--- src/rtl/alu_arbiter_pkg.sv ---
// alu_arbiter_pkg: shared FSM states, ALU command and operand-valid encodings.
package alu_arbiter_pkg;
    typedef enum logic [1:0] {IDLE, ISSUE, WAIT, RESPOND} state_e;
    localparam logic [3:0] CMD_ADD = 4'd0, CMD_SUB = 4'd1, CMD_ADD_CIN = 4'd2, CMD_SUB_CIN = 4'd3,
                           CMD_INC_A = 4'd4, CMD_DEC_A = 4'd5, CMD_INC_B = 4'd6, CMD_DEC_B = 4'd7,
                           CMD_CMP = 4'd8, CMD_MUL_INC = 4'd9, CMD_MUL_SHL = 4'd10;
    localparam logic [3:0] CMD_AND = 4'd0, CMD_NAND = 4'd1, CMD_OR = 4'd2, CMD_NOR = 4'd3,
                           CMD_XOR = 4'd4, CMD_XNOR = 4'd5, CMD_NOT_A = 4'd6, CMD_NOT_B = 4'd7;
    localparam logic [1:0] INP_NONE = 2'b00, INP_A = 2'b01, INP_B = 2'b10, INP_AB = 2'b11;
endpackage

--- src/rtl/alu_arbiter_if.sv ---
// alu_arbiter_if: requester, response and ALU buses around the arbiter.
interface alu_arbiter_if #(parameter int WIDTH = 8);
    logic [1:0]              req_valid, req_ready, req_mode, req_cin;
    logic [1:0][3:0]         req_cmd;
    logic [1:0][WIDTH-1:0]   req_opa, req_opb;
    logic [1:0]              rsp_valid;
    logic [2*WIDTH-1:0]      rsp_res;
    logic                    rsp_err, rsp_oflow, rsp_cout, rsp_g, rsp_l, rsp_e;
    logic                    alu_ce, alu_mode, alu_cin;
    logic [1:0]              alu_inp_valid;
    logic [3:0]              alu_cmd;
    logic [WIDTH-1:0]        alu_opa, alu_opb;
    logic [2*WIDTH-1:0]      alu_res;
    logic                    alu_err, alu_oflow, alu_cout, alu_g, alu_l, alu_e;
    modport master (
        output req_valid, req_mode, req_cin, req_cmd, req_opa, req_opb,
               alu_res, alu_err, alu_oflow, alu_cout, alu_g, alu_l, alu_e,
        input  req_ready, rsp_valid, rsp_res, rsp_err, rsp_oflow, rsp_cout, rsp_g, rsp_l, rsp_e,
               alu_ce, alu_mode, alu_cin, alu_inp_valid, alu_cmd, alu_opa, alu_opb
    );
    modport slave (
        input  req_valid, req_mode, req_cin, req_cmd, req_opa, req_opb,
               alu_res, alu_err, alu_oflow, alu_cout, alu_g, alu_l, alu_e,
        output req_ready, rsp_valid, rsp_res, rsp_err, rsp_oflow, rsp_cout, rsp_g, rsp_l, rsp_e,
               alu_ce, alu_mode, alu_cin, alu_inp_valid, alu_cmd, alu_opa, alu_opb
    );
endinterface

--- src/rtl/alu_arbiter_rr_arbiter2.sv ---
// rr_arbiter2: two-way round-robin grant; the pointer names the preferred requester.
module rr_arbiter2 (
    input  logic       clk,
    input  logic       rst,
    input  logic [1:0] req_i,
    input  logic       en_i,
    output logic [1:0] gnt_o
);
    logic ptr_q;
    always_comb gnt_o = req_i[ptr_q] ? 2'b01 << ptr_q : req_i[!ptr_q] ? 2'b01 << !ptr_q : 2'b00;
    always_ff @(posedge clk or posedge rst)
        if (rst) ptr_q <= 1'b0;
        else if (en_i && |gnt_o) ptr_q <= !gnt_o[1];
endmodule

--- src/rtl/alu_arbiter.sv ---
// alu_arbiter: shares one pipelined ALU between two requesters with round-robin
// grant, fixed-latency result capture and a WAIT timeout that forces an error response.
module alu_arbiter import alu_arbiter_pkg::*; #(
    parameter int WIDTH   = 8,
    parameter int LATENCY = 2,
    parameter int TIMEOUT = 15
) (
    input logic         clk,
    input logic         rst,
    alu_arbiter_if.slave bus_io
);
    localparam int TW = $clog2(TIMEOUT + 1);
    state_e             state_q, state_d;
    logic [2:0]         lat_q;
    logic [TW-1:0]      tmo_q;
    logic [1:0]         gnt;
    logic               take, sel, lat_done, tmo_hit;
    logic               owner_q, mode_q, cin_q;
    logic [3:0]         cmd_q;
    logic [WIDTH-1:0]   opa_q, opb_q;
    logic [2*WIDTH-1:0] res_q;
    logic [5:0]         flags_q;
    rr_arbiter2 u_rr (.clk(clk), .rst(rst), .req_i(bus_io.req_valid), .en_i(take), .gnt_o(gnt));
    assign take     = state_q == IDLE;
    assign sel      = gnt[1];
    assign lat_done = lat_q == 3'd1;
    assign tmo_hit  = tmo_q == TW'(1);
    always_ff @(posedge clk or posedge rst)
        if (rst) state_q <= IDLE;
        else state_q <= state_d;
    always_comb begin
        state_d = state_q;
        case (state_q)
            IDLE:    state_d = |gnt ? ISSUE : IDLE;
            ISSUE:   state_d = WAIT;
            WAIT:    state_d = (lat_done || tmo_hit) ? RESPOND : WAIT;
            default: state_d = IDLE;
        endcase
    end
    always_comb begin
        bus_io.req_ready     = (take && !rst) ? gnt : 2'b00;
        bus_io.alu_ce        = state_q == ISSUE || state_q == WAIT;
        bus_io.alu_inp_valid = state_q == ISSUE ? INP_AB : INP_NONE;
        bus_io.rsp_valid     = state_q == RESPOND ? 2'b01 << owner_q : 2'b00;
    end
    // Latency and timeout counters both load on ISSUE; a normal completion wins a tie.
    always_ff @(posedge clk or posedge rst)
        if (rst) begin
            lat_q   <= '0;
            tmo_q   <= '0;
            owner_q <= 1'b0;
            mode_q  <= 1'b0;
            cin_q   <= 1'b0;
            cmd_q   <= '0;
            opa_q   <= '0;
            opb_q   <= '0;
            res_q   <= '0;
            flags_q <= '0;
        end else begin
            lat_q <= state_q == ISSUE ? 3'(LATENCY) : state_q == WAIT ? lat_q - 3'd1 : 3'd0;
            tmo_q <= state_q == ISSUE ? TW'(TIMEOUT) : state_q == WAIT ? tmo_q - TW'(1) : '0;
            if (take && |gnt) begin
                owner_q <= sel;
                mode_q  <= bus_io.req_mode[sel];
                cin_q   <= bus_io.req_cin[sel];
                cmd_q   <= bus_io.req_cmd[sel];
                opa_q   <= bus_io.req_opa[sel];
                opb_q   <= bus_io.req_opb[sel];
            end
            if (state_q == WAIT && (lat_done || tmo_hit)) begin
                res_q   <= lat_done ? bus_io.alu_res : '0;
                flags_q <= lat_done ? {bus_io.alu_err, bus_io.alu_oflow, bus_io.alu_cout,
                                       bus_io.alu_g, bus_io.alu_l, bus_io.alu_e} : 6'b100000;
            end
        end
    assign bus_io.alu_mode = mode_q;
    assign bus_io.alu_cin  = cin_q;
    assign bus_io.alu_cmd  = cmd_q;
    assign bus_io.alu_opa  = opa_q;
    assign bus_io.alu_opb  = opb_q;
    assign bus_io.rsp_res  = res_q;
    assign {bus_io.rsp_err, bus_io.rsp_oflow, bus_io.rsp_cout,
            bus_io.rsp_g, bus_io.rsp_l, bus_io.rsp_e} = flags_q;
endmodule

--- src/flat_wrapper.sv ---
// flat-port wrapper written by rule: the top's interface ports become plain ports
module alu_arbiter_flat import alu_arbiter_pkg::*;
#(
    parameter int WIDTH   = 8,
    parameter int LATENCY = 2,
    parameter int TIMEOUT = 15
)
  (clk, rst, bus_io_req_valid, bus_io_req_mode, bus_io_req_cin, bus_io_req_cmd, bus_io_req_opa, bus_io_req_opb, bus_io_alu_res, bus_io_alu_err, bus_io_alu_oflow, bus_io_alu_cout, bus_io_alu_g, bus_io_alu_l, bus_io_alu_e, bus_io_req_ready, bus_io_rsp_valid, bus_io_rsp_res, bus_io_rsp_err, bus_io_rsp_oflow, bus_io_rsp_cout, bus_io_rsp_g, bus_io_rsp_l, bus_io_rsp_e, bus_io_alu_ce, bus_io_alu_mode, bus_io_alu_cin, bus_io_alu_inp_valid, bus_io_alu_cmd, bus_io_alu_opa, bus_io_alu_opb);
  alu_arbiter_if #(.WIDTH(WIDTH)) bus_io_i ();
  input logic clk;
  input logic rst;
  input wire logic [$bits(bus_io_i.req_valid)-1:0] bus_io_req_valid;
  input wire logic [$bits(bus_io_i.req_mode)-1:0] bus_io_req_mode;
  input wire logic [$bits(bus_io_i.req_cin)-1:0] bus_io_req_cin;
  input wire logic [$bits(bus_io_i.req_cmd)-1:0] bus_io_req_cmd;
  input wire logic [$bits(bus_io_i.req_opa)-1:0] bus_io_req_opa;
  input wire logic [$bits(bus_io_i.req_opb)-1:0] bus_io_req_opb;
  input wire logic [$bits(bus_io_i.alu_res)-1:0] bus_io_alu_res;
  input wire logic [$bits(bus_io_i.alu_err)-1:0] bus_io_alu_err;
  input wire logic [$bits(bus_io_i.alu_oflow)-1:0] bus_io_alu_oflow;
  input wire logic [$bits(bus_io_i.alu_cout)-1:0] bus_io_alu_cout;
  input wire logic [$bits(bus_io_i.alu_g)-1:0] bus_io_alu_g;
  input wire logic [$bits(bus_io_i.alu_l)-1:0] bus_io_alu_l;
  input wire logic [$bits(bus_io_i.alu_e)-1:0] bus_io_alu_e;
  output wire logic [$bits(bus_io_i.req_ready)-1:0] bus_io_req_ready;
  output wire logic [$bits(bus_io_i.rsp_valid)-1:0] bus_io_rsp_valid;
  output wire logic [$bits(bus_io_i.rsp_res)-1:0] bus_io_rsp_res;
  output wire logic [$bits(bus_io_i.rsp_err)-1:0] bus_io_rsp_err;
  output wire logic [$bits(bus_io_i.rsp_oflow)-1:0] bus_io_rsp_oflow;
  output wire logic [$bits(bus_io_i.rsp_cout)-1:0] bus_io_rsp_cout;
  output wire logic [$bits(bus_io_i.rsp_g)-1:0] bus_io_rsp_g;
  output wire logic [$bits(bus_io_i.rsp_l)-1:0] bus_io_rsp_l;
  output wire logic [$bits(bus_io_i.rsp_e)-1:0] bus_io_rsp_e;
  output wire logic [$bits(bus_io_i.alu_ce)-1:0] bus_io_alu_ce;
  output wire logic [$bits(bus_io_i.alu_mode)-1:0] bus_io_alu_mode;
  output wire logic [$bits(bus_io_i.alu_cin)-1:0] bus_io_alu_cin;
  output wire logic [$bits(bus_io_i.alu_inp_valid)-1:0] bus_io_alu_inp_valid;
  output wire logic [$bits(bus_io_i.alu_cmd)-1:0] bus_io_alu_cmd;
  output wire logic [$bits(bus_io_i.alu_opa)-1:0] bus_io_alu_opa;
  output wire logic [$bits(bus_io_i.alu_opb)-1:0] bus_io_alu_opb;
  assign bus_io_i.req_valid = bus_io_req_valid;
  assign bus_io_i.req_mode = bus_io_req_mode;
  assign bus_io_i.req_cin = bus_io_req_cin;
  assign bus_io_i.req_cmd = bus_io_req_cmd;
  assign bus_io_i.req_opa = bus_io_req_opa;
  assign bus_io_i.req_opb = bus_io_req_opb;
  assign bus_io_i.alu_res = bus_io_alu_res;
  assign bus_io_i.alu_err = bus_io_alu_err;
  assign bus_io_i.alu_oflow = bus_io_alu_oflow;
  assign bus_io_i.alu_cout = bus_io_alu_cout;
  assign bus_io_i.alu_g = bus_io_alu_g;
  assign bus_io_i.alu_l = bus_io_alu_l;
  assign bus_io_i.alu_e = bus_io_alu_e;
  assign bus_io_req_ready = bus_io_i.req_ready;
  assign bus_io_rsp_valid = bus_io_i.rsp_valid;
  assign bus_io_rsp_res = bus_io_i.rsp_res;
  assign bus_io_rsp_err = bus_io_i.rsp_err;
  assign bus_io_rsp_oflow = bus_io_i.rsp_oflow;
  assign bus_io_rsp_cout = bus_io_i.rsp_cout;
  assign bus_io_rsp_g = bus_io_i.rsp_g;
  assign bus_io_rsp_l = bus_io_i.rsp_l;
  assign bus_io_rsp_e = bus_io_i.rsp_e;
  assign bus_io_alu_ce = bus_io_i.alu_ce;
  assign bus_io_alu_mode = bus_io_i.alu_mode;
  assign bus_io_alu_cin = bus_io_i.alu_cin;
  assign bus_io_alu_inp_valid = bus_io_i.alu_inp_valid;
  assign bus_io_alu_cmd = bus_io_i.alu_cmd;
  assign bus_io_alu_opa = bus_io_i.alu_opa;
  assign bus_io_alu_opb = bus_io_i.alu_opb;
  alu_arbiter #(.WIDTH(WIDTH), .LATENCY(LATENCY), .TIMEOUT(TIMEOUT)) u_core (.clk(clk), .rst(rst), .bus_io(bus_io_i));
endmodule
--- config.mk ---
export PLATFORM = sky130hd
export DESIGN_NAME = alu_arbiter_flat
export DESIGN_NICKNAME = d
export VERILOG_FILES = /design/src/rtl/alu_arbiter_pkg.sv /design/src/rtl/alu_arbiter_if.sv /design/src/rtl/alu_arbiter_rr_arbiter2.sv /design/src/rtl/alu_arbiter.sv /design/src/flat_wrapper.sv
export SDC_FILE = /design/constraint.sdc
export NUM_CORES = 1
export LEC_CHECK = 0
export CAP_MARGIN = 20
export CELL_PAD_IN_SITES_DETAIL_PLACEMENT = 0
export CELL_PAD_IN_SITES_GLOBAL_PLACEMENT = 1
export CORE_ASPECT_RATIO = 1.4
export CORE_MARGIN = 2
export CORE_UTILIZATION = 30
export CTS_BUF_LIST = sky130_fd_sc_hd__clkbuf_16
export DETAILED_ROUTE_END_ITERATION = 6
export GPL_TIMING_DRIVEN = 0
export HOLD_SLACK_MARGIN = 0.06
export PLACE_DENSITY_LB_ADDON = 0.1
export SLEW_MARGIN = 0
export SYNTH_ARGS = -nofsm -noshare
export SYNTH_HDL_FRONTEND = slang
export SYNTH_HIERARCHICAL = 1
export SYNTH_SLANG_ARGS = --single-unit
--- constraint.sdc ---
create_clock -name clk -period 2 [get_ports clk]
set_input_delay 0.2 -clock clk [delete_from_list [all_inputs] [get_ports clk]]
set_output_delay 0.2 -clock clk [all_outputs]
set_load 0.01 [all_outputs]
==> metrics, run 1 <==
status=complete, no violations; Routed Antenna Nets=0; final cycle utilization of the critical path=95.96%; Cell Int Power=3708 uW; Sequential Power Share=33.8%; combinational power share=47.8%; crit-path cells=clkdlybuf4s50_1 > a21boi_2 > buf_8 > and3_1 > clkdlybuf4s50_1; Post-route DRC=0; ANT cells=0; PortBufs=120; Die W=80.73 um; Yosys Warn Count=6; DP HPWL=4828 um; I/O pins=121; crit path max fanout=3; CORE AREA=0.008100 sq mm; fin util=49.86%; # setup viols final=0; placed cell area=0.003821 sq mm; switching part of the total=32.98%; via count=2024; commonest non-fill, non-tap cell in the layout=clkdlybuf4s50_1; vias in the first global route=2086; pwr dens=1370 mW/mm^2; Worst Path Class, Setup=in2out; crit end category=primary output; Worst Clk Skew=0.006478 ns; Overall Power=5532 uW; Nets=410; Max Slew Vio Count=0; drt via density=4.653; DRT iter0 DRCs=88; cts hold-fix bufs=0; Most common cell on crit path=clkdlybuf4s50_1; worst-margin pin slew=0.2990 ns; Initial Utilization=30.52%; slew margin rel.=80.06%; root buffer cell=clkbuf_16; NetSw=1825 uW; largest net degree at the start of global routing=32; Area contributors post-synth=dfrtp_1 56%, mux2i_1 8.9%, a22o_2 8.1%; Die H=111.4 um; clk buf depth=2; global-route wire length before repair=10190 um; clk_lat worst skew=0.30 ns; Post-Syn Instances=204; Total GRT Usage=14.63%; clock transition at the registers of the reported paths=0.07 ns; Avg WL per Cell=14.53 um; final WL=6322 um; min-delay worst type=in2async; cell accounting for the most synthesized area=dfrtp_1; initial antenna violation count=0; Arrival @ worst endpoint=1.72 ns; CTS sink count=55; synth unique cells=30; row cnt=39; Worst VDD drop=0.5722 mV; Pleak=0.001844 uW; Max H-tree Level=2; # placed instances=427; sequential cell area fraction in the yosys report=55.67%; TritonCTS clock tree=done; hold violation total from the final report=0; Worst path max stage delay=0.53 ns; clock share of power=18.3%; Max Fclk=521.1 MHz; post-route insts no fill=435; max-cap violations=0; Yosys reg bits=55; Worst path slowest cell=clkdlybuf4s50_1; Synth top area share=55.67%; share of cells above drive strength 1=15.62%; area delta synth->final=63.36%; Inserted Clock Buffers=5; Final GP Congestion=0.6849; Net Count, Synth=282; Post-Place Setup Slack=-0.2175 ns; mapped cell area=0.002472 sq mm; first drt pass iteration count=4; DIE AREA=0.008994 sq mm; GRT overflow=0; commonest non-fill, non-tap cells in the layout=120 x clkdlybuf4s50_1, 55 x dfrtp_1, 23 x nand2_1, 22 x mux2i_1, 20 x a22o_2; Mapped Avg Cell Area=12.12 sq um; Setup crit start kind=input port; post-layout minimum cycle time=1.919 ns; setup slack after layout=0.08080 ns; final instance area=0.004039 sq mm; Worst EP required=1.80 ns
power by group through the flow:
stage          registers [uW]  logic, uW  clock network, uW
2_1_floorplan            2040       1170                  0
3_3_place_gp             1870       2620                  0
3_5_place_dp             1880       2640                  0
4_1_cts                  1870       2670               1050
5_1_grt                  1930       2910               1090
6_report                 1870       2650               1010
per-stage QoR:
step / TNS, ns / hold WS [ns]
final: 0 / 0.08061
after global routing: -0.004184 / 0.09549
after detailed placement: -0.4204 / 0.3965
after floorplan: 0 / -0.07129
after CTS: 0 / 0.1532
after global placement: -41.91 / 0.3717
flip-flops by register name, summed over array words and instances, names as in the netlist:
signal,flops
u_core/bus_io.alu_mode,1
u_core/bus_io.rsp_res,16
u_core/flags_q,6
u_core/owner_q,1
u_core/lat_q,3
u_core/bus_io.alu_cin,1
u_core/bus_io.alu_opb,8
u_core/bus_io.alu_opa,8
u_core/state_q,2
u_core/u_rr/ptr_q,1
u_core/tmo_q,4
u_core/bus_io.alu_cmd,4
worst paths after layout:
check                                               from                                    to  slack [ns]  depth (start not counted)
setup / recovery                     bus_io_req_valid[1]                   bus_io_req_ready[1]        0.08                          5
hold / removal                                       rst         u_core/u_rr/ptr_q$_DFFE_PP0P_        0.08                          2
setup reg to reg           u_core/u_rr/ptr_q$_DFFE_PP0P_  u_core/bus_io.alu_cmd[0]$_DFFE_PP0P_        0.34                          7
hold reg to reg                u_core/lat_q[0]$_DFF_PP0_             u_core/lat_q[0]$_DFF_PP0_        0.47                          1
max in group asynchronous                            rst  u_core/bus_io.rsp_res[4]$_DFFE_PP0P_        1.29                          3
min in group clk                          bus_io_alu_err         u_core/flags_q[5]$_DFFE_PP0P_        0.47                          3
routing by layer:
| layer | global-route usage (%) | routed length, um | vias up |
|---|---|---|---|
| met2 | 24.83 | 3153 | 79 |
| met3 | 5.511 | 569 | 6 |
| li1 | - | - | 962 |
| met4 | 4.068 | 56 | 0 |
| met1 | 17.09 | 2543 | 977 |
| met5 | 0 | 0 | - |
cell families (layout without fill, tap and decap cells):
logic type | Yosys count | after routing | synth area share (%)
fa+ha+maj | 8 | 8 | 4.049
xor+xnor | 3 | 3 | 1.063
simple gates | 34 | 34 | 6.376
buf+inv | 25 | 154 | 6.579
flops | 55 | 55 | 55.67
compound gates | 57 | 57 | 17.36
mux | 22 | 22 | 8.907
cell type report:
| cell class | instances | area [sq um] |
|---|---|---|
| Buffer | 11 | 106.4 |
| Clock buffer | 5 | 125.1 |
| Clock inverter | 3 | 46.29 |
| Fill cell | 803 | 4061 |
| Inverter | 13 | 62.56 |
| Multi-Input combinational cell | 124 | 965.9 |
| Sequential cell | 55 | 1376 |
| Tap cell | 102 | 127.6 |
| Timing Repair Buffer | 122 | 1229 |
worst max-delay path: cells and delay by family:
family | cells | cell delay, ns
buf+inv | 3 | 1.16
compound gates | 1 | 0.22
simple gates | 1 | 0.14
repair_timing:
action / 4_1_cts / 5_1_grt
gates cloned: 0 / 0
setup buffers: 1 / 0
pin swaps: 0 / 0
setup endpoints to repair: 3 / 3
gates resized for setup: 8 / 6
Yosys cell counts (all sizes together):
master and instances:
and3 2, nor2b 2, nand2 23, a21boi 2, and2 2, mux2i 22
a22o 22, nor3b 1, inv 13, xor2 2, o21ai 24, a21oi 2
xnor2 1, buf 11, a21o 5, nand2b 1, clkbuf 1, a22oi 1
a31oi 1, dfrtp 55, ha 8, nor2 2, nor3 1
Power figures use the tool's default switching activity.
==> run 2: changes to the inputs <==
--- a/config.mk
+++ b/config.mk
@@ -9,9 +9,10 @@
 export CELL_PAD_IN_SITES_DETAIL_PLACEMENT = 0
 export CELL_PAD_IN_SITES_GLOBAL_PLACEMENT = 1
 export CORE_ASPECT_RATIO = 1.4
-export CORE_MARGIN = 2
+export CORE_MARGIN = 4
 export CORE_UTILIZATION = 30
 export CTS_BUF_LIST = sky130_fd_sc_hd__clkbuf_16
+export CTS_CLUSTER_SIZE = 20
 export DETAILED_ROUTE_END_ITERATION = 6
 export GPL_TIMING_DRIVEN = 0
 export HOLD_SLACK_MARGIN = 0.06
==> constraint.sdc (replaced) <==
create_clock -name clk -period 2 [get_ports clk]
set_input_delay 0.4 -clock clk [delete_from_list [all_inputs] [get_ports clk]]
set_output_delay 0.4 -clock clk [all_outputs]
set_load 0.01 [all_outputs]
==> metrics, run 2 (synthesis results as in run 1) <==
first drt pass iteration count=3 (-1); NetSw=1802 uW (-1.3%); slew margin rel.=79.80% (-0.26 points); Routed Antenna Nets=0 (unchanged); Setup crit start kind=flop; vias in the first global route=2093 (+0.34%); worst-margin pin slew=0.3030 ns (+0.004001 ns); Avg WL per Cell=14.62 um (+0.58%); Post-Place Setup Slack=-0.6516 ns (-0.4341 ns); max-cap violations=0 (unchanged); largest net degree at the start of global routing=41 (+28%); ANT cells=0 (unchanged); clk buf depth=2 (unchanged); multi-input combinational cell area=985.9 sq um (+2.1%); Post-route DRC=0 (unchanged); area delta synth->final=63.56%; Worst path slowest cell=clkdlybuf4s50_1; Arrival @ worst endpoint=1.56 ns (-0.16 ns); Filler Cell Count=785 (-2.2%); commonest non-fill, non-tap cells in the layout=114 x clkdlybuf4s50_1, 55 x dfrtp_1, 23 x nand2_1, 22 x mux2i_1, 20 x a22o_2; clock transition at the registers of the reported paths=0.07 ns (about the same); crit-path cells=inv_1 > ha_4 > clkdlybuf4s50_1; Max Fclk=510.9 MHz (-1.9%); I/O pins=121 (unchanged); final cycle utilization of the critical path=97.86% (+1.9 points); PortBufs=120 (unchanged); DIE AREA=0.009779 sq mm (+8.7%); combinational power share=49.4% (+1.6 points); initial antenna violation count=0 (unchanged); # setup viols final=0 (unchanged); RSZ-0062 raised after global routing=false; via count=1973 (-2.5%); Die H=115.4 um (+3.6%); Die W=84.73 um (+5.0%); Worst Clk Skew=0.003513 ns (-0.002965 ns); CORE AREA=0.007893 sq mm (-2.6%); pwr dens=1332 mW/mm^2 (-2.8%); crit end category=primary output; global-route wire length before repair=10230 um (+0.33%); min-delay worst type=in2async; final WL=6388 um (+1.0%); row cnt=38 (-2.6%); Total GRT Usage=12.94% (-1.7 points); Worst VDD drop=0.6072 mV (+6.1%); cts hold-fix bufs=0 (unchanged); Final GP Congestion=0.7658 (+12%); DP HPWL=4927 um (+2.1%); CTS sink count=55 (unchanged); Cell Int Power=3584 uW (-3.3%); Max Slew Vio Count=0 (unchanged); Worst path max stage delay=0.53 ns (about the same); switching part of the total=33.45% (+0.47 points); clk_lat worst skew=0.28 ns (-0.02 ns); Worst Path Class, Setup=reg2out; commonest non-fill, non-tap cell in the layout=clkdlybuf4s50_1; root buffer cell=clkbuf_16; drt via density=4.515 (-3.0%); Initial Utilization=31.33% (+0.80 points); status=complete, no violations; setup slack after layout=0.04279 ns (-0.03801 ns); Max H-tree Level=2 (unchanged); Nets=414 (+0.98%); clock share of power=15.9% (-2.4 points); max reg flops=16 (unchanged); DRT iter0 DRCs=51 (-42%); crit path max fanout=3 (unchanged); Inserted Clock Buffers=5 (unchanged); Worst EP required=1.60 ns (-0.20 ns); post-layout minimum cycle time=1.957 ns (+0.03801 ns); Overall Power=5386 uW (-2.7%); GRT overflow=0 (unchanged); Seq. cell area=0.001376 sq mm (unchanged); TritonCTS clock tree=done; hold violation total from the final report=0 (unchanged); Sequential Power Share=34.6% (+0.8 points); Pleak=0.001871 uW (+1.4%); share of cells above drive strength 1=16.91% (+1.3 points)
-- run 2: final timing paths --
kind                                          startpoint                                    to  slack (ns)  cells after the start
setup / recovery             u_core/state_q[0]$_DFF_PP0_                         bus_io_alu_ce        0.04                      3
hold / removal                                       rst         u_core/u_rr/ptr_q$_DFFE_PP0P_        0.32                      2
setup reg to reg           u_core/u_rr/ptr_q$_DFFE_PP0P_  u_core/bus_io.alu_cmd[1]$_DFFE_PP0P_        0.34                      7
hold reg to reg                u_core/lat_q[0]$_DFF_PP0_             u_core/lat_q[0]$_DFF_PP0_        0.46                      1
max in group asynchronous                            rst  u_core/bus_io.alu_cmd[0]$_DFFE_PP0P_        0.99                      4
min in group clk               u_core/lat_q[0]$_DFF_PP0_             u_core/lat_q[0]$_DFF_PP0_        0.46                      1
-- run 2: critical path, delay by kind of cell, from the launching register on --
family                   cells  cell delay, ns
buffers and inverters        2            0.63
flip-flops                   1            0.38
adder cells (fa/ha/maj)      1            0.27
-- run 2: through the flow --
stage	TNS [ns]	utilization [%]	cells	hold WS, ns	area (sq um)
floorplan	-0.01454	-	204	0.1287	2486
global placement	-5.243	48.30	424	0.4596	3812
detailed placement	-3.447	48.56	425	0.4587	3832
CTS	0	51.16	437	0.3203	4038
global route	0	51.24	437	0.3355	4044
finish	0	51.24	437	0.3224	4044
-- run 2: power by group through the flow --
stage                     Sequential (uW)  Combinational (uW)  Clock, uW
after floorplan                      2040                1180          0
after global placement               1860                2630          0
after detailed placement             1880                2650          0
after CTS                            1870                2730        896
after global routing                 1930                2930        932
final                                1870                2660        858
-- run 2: layout make-up --
type	count	share of cell area, %
Sequential cell	55	34.03
Clock buffer	5	3.094
Clock inverter	3	0.4950
Inverter	13	1.300
Multi-Input combinational cell	124	24.38
Buffer	11	2.537
Tap cell	100	3.094
Timing Repair Buffer	126	31.06
-- run 2: what timing repair did --
| action | in CTS | in global routing |
|---|---|---|
| cloned | 0 | 0 |
| resized for setup | 14 | 3 |
| buffers inserted | 5 | 0 |
| setup endpoints to repair | 5 | 2 |
-- run 2: routing by layer --
layer  vias to the layer above  wire length [um]  track usage (%)
met3                         2               524            3.912
met4                         0                31            2.851
met5                         -                 0                0
li1                        969                 -                -
met1                       924              2652            15.83
met2                        78              3179            22.58
